--- src/rtl/uart_pos_cmd_decoder_pkg.sv ---
// Shared types and defaults for the UART position command decoder.
package uart_pos_cmd_decoder_pkg;

    // Frame parser states
    typedef enum logic [1:0] {
        ST_IDLE = 2'd0,
        ST_CHAN = 2'd1,
        ST_POS  = 2'd2,
        ST_CSUM = 2'd3
    } state_e;

    localparam logic [7:0] SYNC_BYTE_DEF = 8'h53;  // "S"
    localparam logic [7:0] BCAST_CH_DEF  = 8'hFF;

    // Number of position bytes carried per frame
    function automatic int unsigned pos_bytes(input int unsigned pos_w);
        return pos_w / 8;
    endfunction

endpackage

--- src/rtl/uart_pos_cmd_decoder_cmd_timeout_timer.sv ---
// Inter-byte timeout: reloads on clear, counts down, pulses expire once at zero.
module cmd_timeout_timer #(
    parameter int unsigned CYC = 2000
) (
    input  logic clk,
    input  logic rst_n,
    input  logic clr_i,
    output logic expire_o
);

    localparam int unsigned CNT_W = (CYC > 2) ? $clog2(CYC) : 1;
    localparam logic [CNT_W-1:0] LOAD = CNT_W'(CYC - 1);

    logic [CNT_W-1:0] cnt_q;
    logic             expire_q;

    // Expire is flagged in the cycle the count sits at zero, i.e. CYC-1 clocks after a clear
    always_ff @(posedge clk or negedge rst_n) begin
        if (!rst_n) begin
            cnt_q    <= '0;
            expire_q <= 1'b0;
        end else if (clr_i) begin
            cnt_q    <= LOAD;
            expire_q <= 1'b0;
        end else if (cnt_q != '0) begin
            cnt_q    <= cnt_q - CNT_W'(1);
            expire_q <= (cnt_q == CNT_W'(1));
        end else begin
            expire_q <= 1'b0;
        end
    end

    assign expire_o = expire_q;

endmodule

--- src/rtl/uart_pos_cmd_decoder.sv ---
// Parses "SYNC, CH, POS bytes (MSB first), CSUM" frames into per-channel target positions.
module uart_pos_cmd_decoder
    import uart_pos_cmd_decoder_pkg::*;
#(
    parameter int unsigned NUM_CH      = 12,
    parameter int unsigned POS_W       = 24,
    parameter int unsigned TIMEOUT_CYC = 2000,
    parameter logic [7:0]  SYNC_BYTE   = SYNC_BYTE_DEF,
    parameter logic [7:0]  BCAST_CH    = BCAST_CH_DEF
) (
    input  logic                    CLK_10MHZ,
    input  logic                    RST_N,
    input  logic                    rx_valid,
    input  logic [7:0]              rx_data,
    output logic [NUM_CH*POS_W-1:0] pos_out,
    output logic [NUM_CH-1:0]       pos_strobe,
    output logic                    cmd_ok,
    output logic                    cmd_err,
    output logic [7:0]              err_cnt,
    output logic                    busy
);

    localparam int unsigned POS_BYTES = pos_bytes(POS_W);
    localparam int unsigned BCNT_W    = 3;

    state_e                    state_q;
    logic [7:0]                ch_q;
    logic [7:0]                acc_q;
    logic [BCNT_W-1:0]         bcnt_q;
    logic [POS_W-1:0]          shift_q;
    logic [NUM_CH*POS_W-1:0]   pos_q;
    logic [NUM_CH-1:0]         strobe_q;
    logic                      ok_q;
    logic                      err_q;
    logic [7:0]                err_cnt_q;
    logic                      busy_q;

    logic [POS_W-1:0]          shift_d;
    logic                      ch_in_range;
    logic                      frame_good;
    logic                      tmo_clr;
    logic                      tmo_expire;

    // Next shift-register value with the incoming byte appended as the new LSB
    assign shift_d     = POS_W'({shift_q, rx_data});
    assign ch_in_range = (32'(ch_q) < NUM_CH) || (ch_q == BCAST_CH);
    assign frame_good  = (rx_data == acc_q) && ch_in_range;

    // Timer runs only while a frame is open; every received byte restarts it
    assign tmo_clr = rx_valid || (state_q == ST_IDLE);

    cmd_timeout_timer #(
        .CYC(TIMEOUT_CYC)
    ) u_timeout (
        .clk     (CLK_10MHZ),
        .rst_n   (RST_N),
        .clr_i   (tmo_clr),
        .expire_o(tmo_expire)
    );

    // Frame parser FSM with registered position, strobe and status outputs
    always_ff @(posedge CLK_10MHZ or negedge RST_N) begin
        if (!RST_N) begin
            state_q   <= ST_IDLE;
            ch_q      <= '0;
            acc_q     <= '0;
            bcnt_q    <= '0;
            shift_q   <= '0;
            pos_q     <= '0;
            strobe_q  <= '0;
            ok_q      <= 1'b0;
            err_q     <= 1'b0;
            err_cnt_q <= '0;
            busy_q    <= 1'b0;
        end else begin
            strobe_q <= '0;
            ok_q     <= 1'b0;
            err_q    <= 1'b0;

            if (tmo_expire && !rx_valid && (state_q != ST_IDLE)) begin
                // Abandon a stalled frame; a coincident byte would have won instead
                state_q <= ST_IDLE;
                busy_q  <= 1'b0;
                err_q   <= 1'b1;
                if (err_cnt_q != 8'hFF) begin
                    err_cnt_q <= err_cnt_q + 8'd1;
                end
            end else if (rx_valid) begin
                unique case (state_q)
                    ST_IDLE: begin
                        if (rx_data == SYNC_BYTE) begin
                            state_q <= ST_CHAN;
                            acc_q   <= '0;
                            busy_q  <= 1'b1;
                        end
                    end
                    ST_CHAN: begin
                        ch_q    <= rx_data;
                        acc_q   <= rx_data;
                        bcnt_q  <= '0;
                        state_q <= ST_POS;
                    end
                    ST_POS: begin
                        shift_q <= shift_d;
                        acc_q   <= acc_q ^ rx_data;
                        if (bcnt_q == BCNT_W'(POS_BYTES - 1)) begin
                            state_q <= ST_CSUM;
                        end else begin
                            bcnt_q <= bcnt_q + BCNT_W'(1);
                        end
                    end
                    ST_CSUM: begin
                        state_q <= ST_IDLE;
                        busy_q  <= 1'b0;
                        if (frame_good) begin
                            ok_q <= 1'b1;
                            for (int unsigned k = 0; k < NUM_CH; k++) begin
                                if ((ch_q == BCAST_CH) || (32'(ch_q) == k)) begin
                                    pos_q[k*POS_W +: POS_W] <= shift_q;
                                    strobe_q[k]             <= 1'b1;
                                end
                            end
                        end else begin
                            err_q <= 1'b1;
                            if (err_cnt_q != 8'hFF) begin
                                err_cnt_q <= err_cnt_q + 8'd1;
                            end
                        end
                    end
                    default: begin
                        state_q <= ST_IDLE;
                        busy_q  <= 1'b0;
                    end
                endcase
            end
        end
    end

    assign pos_out    = pos_q;
    assign pos_strobe = strobe_q;
    assign cmd_ok     = ok_q;
    assign cmd_err    = err_q;
    assign err_cnt    = err_cnt_q;
    assign busy       = busy_q;

endmodule

--- config.mk ---
export PLATFORM = sky130hd
export DESIGN_NAME = uart_pos_cmd_decoder
export DESIGN_NICKNAME = d
export VERILOG_FILES = /design/src/rtl/uart_pos_cmd_decoder_pkg.sv /design/src/rtl/uart_pos_cmd_decoder_cmd_timeout_timer.sv /design/src/rtl/uart_pos_cmd_decoder.sv
export SDC_FILE = /design/constraint.sdc
export NUM_CORES = 1
export LEC_CHECK = 0
export ABC_AREA = 1
export CORE_MARGIN = 8
export CORE_UTILIZATION = 56
export DETAILED_ROUTE_END_ITERATION = 10
export PLACE_DENSITY = 0.86
export REMOVE_ABC_BUFFERS = 1
export SKIP_CTS_REPAIR_TIMING = 1
export SYNTH_ARGS = -nofsm -noshare
export SYNTH_HDL_FRONTEND = slang
export SYNTH_SLANG_ARGS = --single-unit
--- constraint.sdc ---
create_clock -name CLK_10MHZ -period 3.7 [get_ports CLK_10MHZ]
set_clock_uncertainty 0.1 [all_clocks]
set_input_delay 0.37 -clock CLK_10MHZ [delete_from_list [all_inputs] [get_ports CLK_10MHZ]]
set_output_delay 0.37 -clock CLK_10MHZ [all_outputs]
set_load 0.01 [all_outputs]
==> impl_metrics.env <==
export IMPL_status="finished, final reports clean"
export IMPL_worst_slack_ns=0.805
export IMPL_ant_nets=0
export IMPL_fmax_mhz=345
export IMPL_path_class="register to register"
export IMPL_yosys_warnings=0
export IMPL_grt_first_pass_wirelength_mm=80.7
export IMPL_cts_root_buf="clkbuf_16"
export IMPL_postPlaceCellArea_mm2=0.0192
export IMPL_drc=0
export IMPL_ys_flop_type="dfrtp_1"
export IMPL_worst_slew_pin_slew_ns=1.26
export IMPL_grt_usage=0.303
export IMPL_min_period_ns=2.90
export IMPL_drv_cap=0
export IMPL_p_per_area_mw_per_mm2=506
export IMPL_dp_hpwl_mm=33.7
export IMPL_crit_arrival_ns=3.20
export IMPL_end_kind="register"
export IMPL_pin_count=322
export IMPL_ys_ff_latch=368
export IMPL_r2r_slack_ns=0.80
export IMPL_setup_viol=0
export IMPL_layout_common_cells="nand2_1, dfrtp_1, clkdlybuf4s50_1, nand4_1, inv_1"
export IMPL_leakage_nw=10.3
export IMPL_internal_power_w=0.00671
export IMPL_hp_class="input pin to asynchronous set/reset pin"
export IMPL_worst_r2r_path_depth=10
export IMPL_drv_slew=0
export IMPL_areaGrowthSynthToFinish_pct=28.3
export IMPL_synthCells=1794
export IMPL_synthArstFlopShare=1.00
export IMPL_wl_per_cell_um=21.9
export IMPL_cts_max_level=2
export IMPL_path_common_cell="nand2_1"
export IMPL_fin_total_pwr_w=0.0103
export IMPL_relSlewSlack=0.162
export IMPL_drtIter0Drc=1967
export IMPL_grt_overflow=0
export IMPL_syn_area_mm2=0.0159
export IMPL_vias=14700
export IMPL_required_ns=4.00
export IMPL_rows=61
export IMPL_cp_max_fo=114
export IMPL_crit_chain="nand2_1 > nor2_1 > nand2_1 > nand2_1 > nand2_1 > nor2_4 > buf_12 > nand3_4 > nand2_1 > nand2_1"
export IMPL_io_buffers=321
export IMPL_cts_sinks=368
export IMPL_place_congestion=0.879
export IMPL_cts_tree="done"
export IMPL_critPathLaunchType="register"
export IMPL_grt_max_degree=120
export IMPL_critical_path_slowest_cell="dfrtp_1"
export IMPL_rsz0062_at_grt="false"
export IMPL_pwr_share_seq=0.520
export IMPL_drive_above_1_share=0.0564
export IMPL_crit_reg2reg_launch="ch_q[3]$_DFFE_PN0P_"
export IMPL_ys_types=31
export IMPL_diodes=0
export IMPL_numCtsBuffers=38
export IMPL_dieWidth_um=184
export IMPL_core_area_mm2=0.0279
export IMPL_p_switching_w=0.00359
export IMPL_reg2reg_to="pos_out[143]$_DFFE_PN0P_"
export IMPL_drt_wl_total_mm=53.2
export IMPL_startpoint="ch_q[3]$_DFFE_PN0P_"
export IMPL_sw_frac_of_total=0.349
export IMPL_final_util=0.732
export IMPL_cts_path_max_buffers=3
export IMPL_p_clk_frac=0.352
export IMPL_pwr_share_comb=0.127
export IMPL_insertion_delay_ns=0.52
export IMPL_initial_core_util=0.570
export IMPL_ys_seq_area_frac=0.580
export IMPL_hold_viol_final=0
export IMPL_final_common_cell="nand2_1"
export IMPL_avgSynthCellArea_um2=8.86
export IMPL_dpl_worst_slack_ns=0.758
export IMPL_synth_edf_count=0
export IMPL_final_design_area_no_fill_mm2=0.0204
export IMPL_firstDrtPassIters=6
export IMPL_irDropWorstVdd_uv=386
export IMPL_viasPerCell=6.04
export IMPL_antenna_found_initial=0
export IMPL_clk_pin_slew_ns=0.06
export IMPL_final_nets=2053
export IMPL_cpPeakStageDelay_ns=0.45
export IMPL_dieArea_mm2=0.0340
export IMPL_fin_crit_sh=0.783
export IMPL_die_h_um=184
export IMPL_first_global_vias=14000
## sequential cells by signal, summed over array words and instances (netlist names)
name                flops
u_timeout.cnt_q        11
ch_q                    8
shift_q                24
state_q                 2
u_timeout.expire_o      1
pos_strobe             12
acc_q                   8
cmd_ok                  1
err_cnt                 8
busy                    1
cmd_err                 1
bcnt_q                  3
pos_out               288
## worst max-delay path: cells and delay by family (launching register included)
family	cells	cell delay [ns]
DFF	1	0.45
buffers and inverters	1	0.38
and+or+nand+nor	9	1.74
## kinds of logic after synthesis
family	count (synthesis)	synth area share
and+or+nand+nor	1118	0.323
DFF	368	0.580
buffers and inverters	216	0.0584
AOI/OAI and AO/OA	70	0.0244
xor gates and xnor gates	11	0.00606
adders and majority gates	11	0.00866
## cell usage after synthesis (4+ instances only)
| library cell | n | area (um^2) |
|---|---|---|
| a21oi_1 | 8 | 40.0 |
| buf_2 | 61 | 305 |
| clkbuf_1 | 82 | 308 |
| dfrtp_1 | 368 | 9210 |
| ha_1 | 11 | 138 |
| inv_1 | 50 | 188 |
| inv_2 | 16 | 60.1 |
| nand2_1 | 753 | 2830 |
| nand3_1 | 14 | 70.1 |
| nand3_4 | 10 | 175 |
| nand4_1 | 303 | 1900 |
| nor2_1 | 31 | 116 |
| nor3_1 | 4 | 20.0 |
| o21ai_0 | 47 | 235 |
| xnor2_1 | 7 | 61.3 |
| xor2_1 | 4 | 35.0 |
## through the flow
step	TNS [ns]	cells	hold WS (ns)
2_1_floorplan	-915.15	1644	-0.0256
4_1_cts	0	2432	-0.234
3_3_place_gp	0	2368	0.303
3_5_place_dp	0	2368	0.312
5_1_grt	0	2433	0.386
6_report	0	2433	0.356
## metal layers
| layer | up-vias | share of wire | track usage |
|---|---|---|---|
| met5 | - | 0 | 0 |
| met4 | 0 | 0.057 | 0.159 |
| met3 | 211 | 0.098 | 0.0614 |
| met2 | 901 | 0.48 | 0.500 |
| met1 | 7141 | 0.36 | 0.374 |
| li1 | 6452 | - | - |
## how the worst max path moves through the flow
stage,slack (ns),endpoint,depth (start not counted)
2_1_floorplan,-4.15,pos_out[0]$_DFFE_PN0P_,6
3_3_place_gp,0.80,pos_out[141]$_DFFE_PN0P_,12
3_5_place_dp,0.76,pos_out[126]$_DFFE_PN0P_,10
4_1_cts,0.83,pos_out[143]$_DFFE_PN0P_,10
5_1_grt,0.59,pos_out[126]$_DFFE_PN0P_,10
6_report,0.80,pos_out[143]$_DFFE_PN0P_,10
## area by class of cell
cell class                      count  area (um^2)
Fill cell                        1926         7480
Inverter                           66          255
Timing Repair Buffer              347         3500
Clock inverter                      5         45.0
Clock buffer                       59         1130
Multi-Input combinational cell   1210         5760
Tap cell                          378          473
Sequential cell                   368         9210
## power by group through the flow
stage | sequential [W] | combinational, W | clock [W]
floorplan | 0.00475 | 0.000807 | 0
global placement | 0.00535 | 0.00123 | 0
detailed placement | 0.00537 | 0.00128 | 0
CTS | 0.00530 | 0.00130 | 0.00366
global route | 0.00533 | 0.00146 | 0.00383
finish | 0.00536 | 0.00131 | 0.00363
No activity file was read; power rests on OpenSTA's default activity.
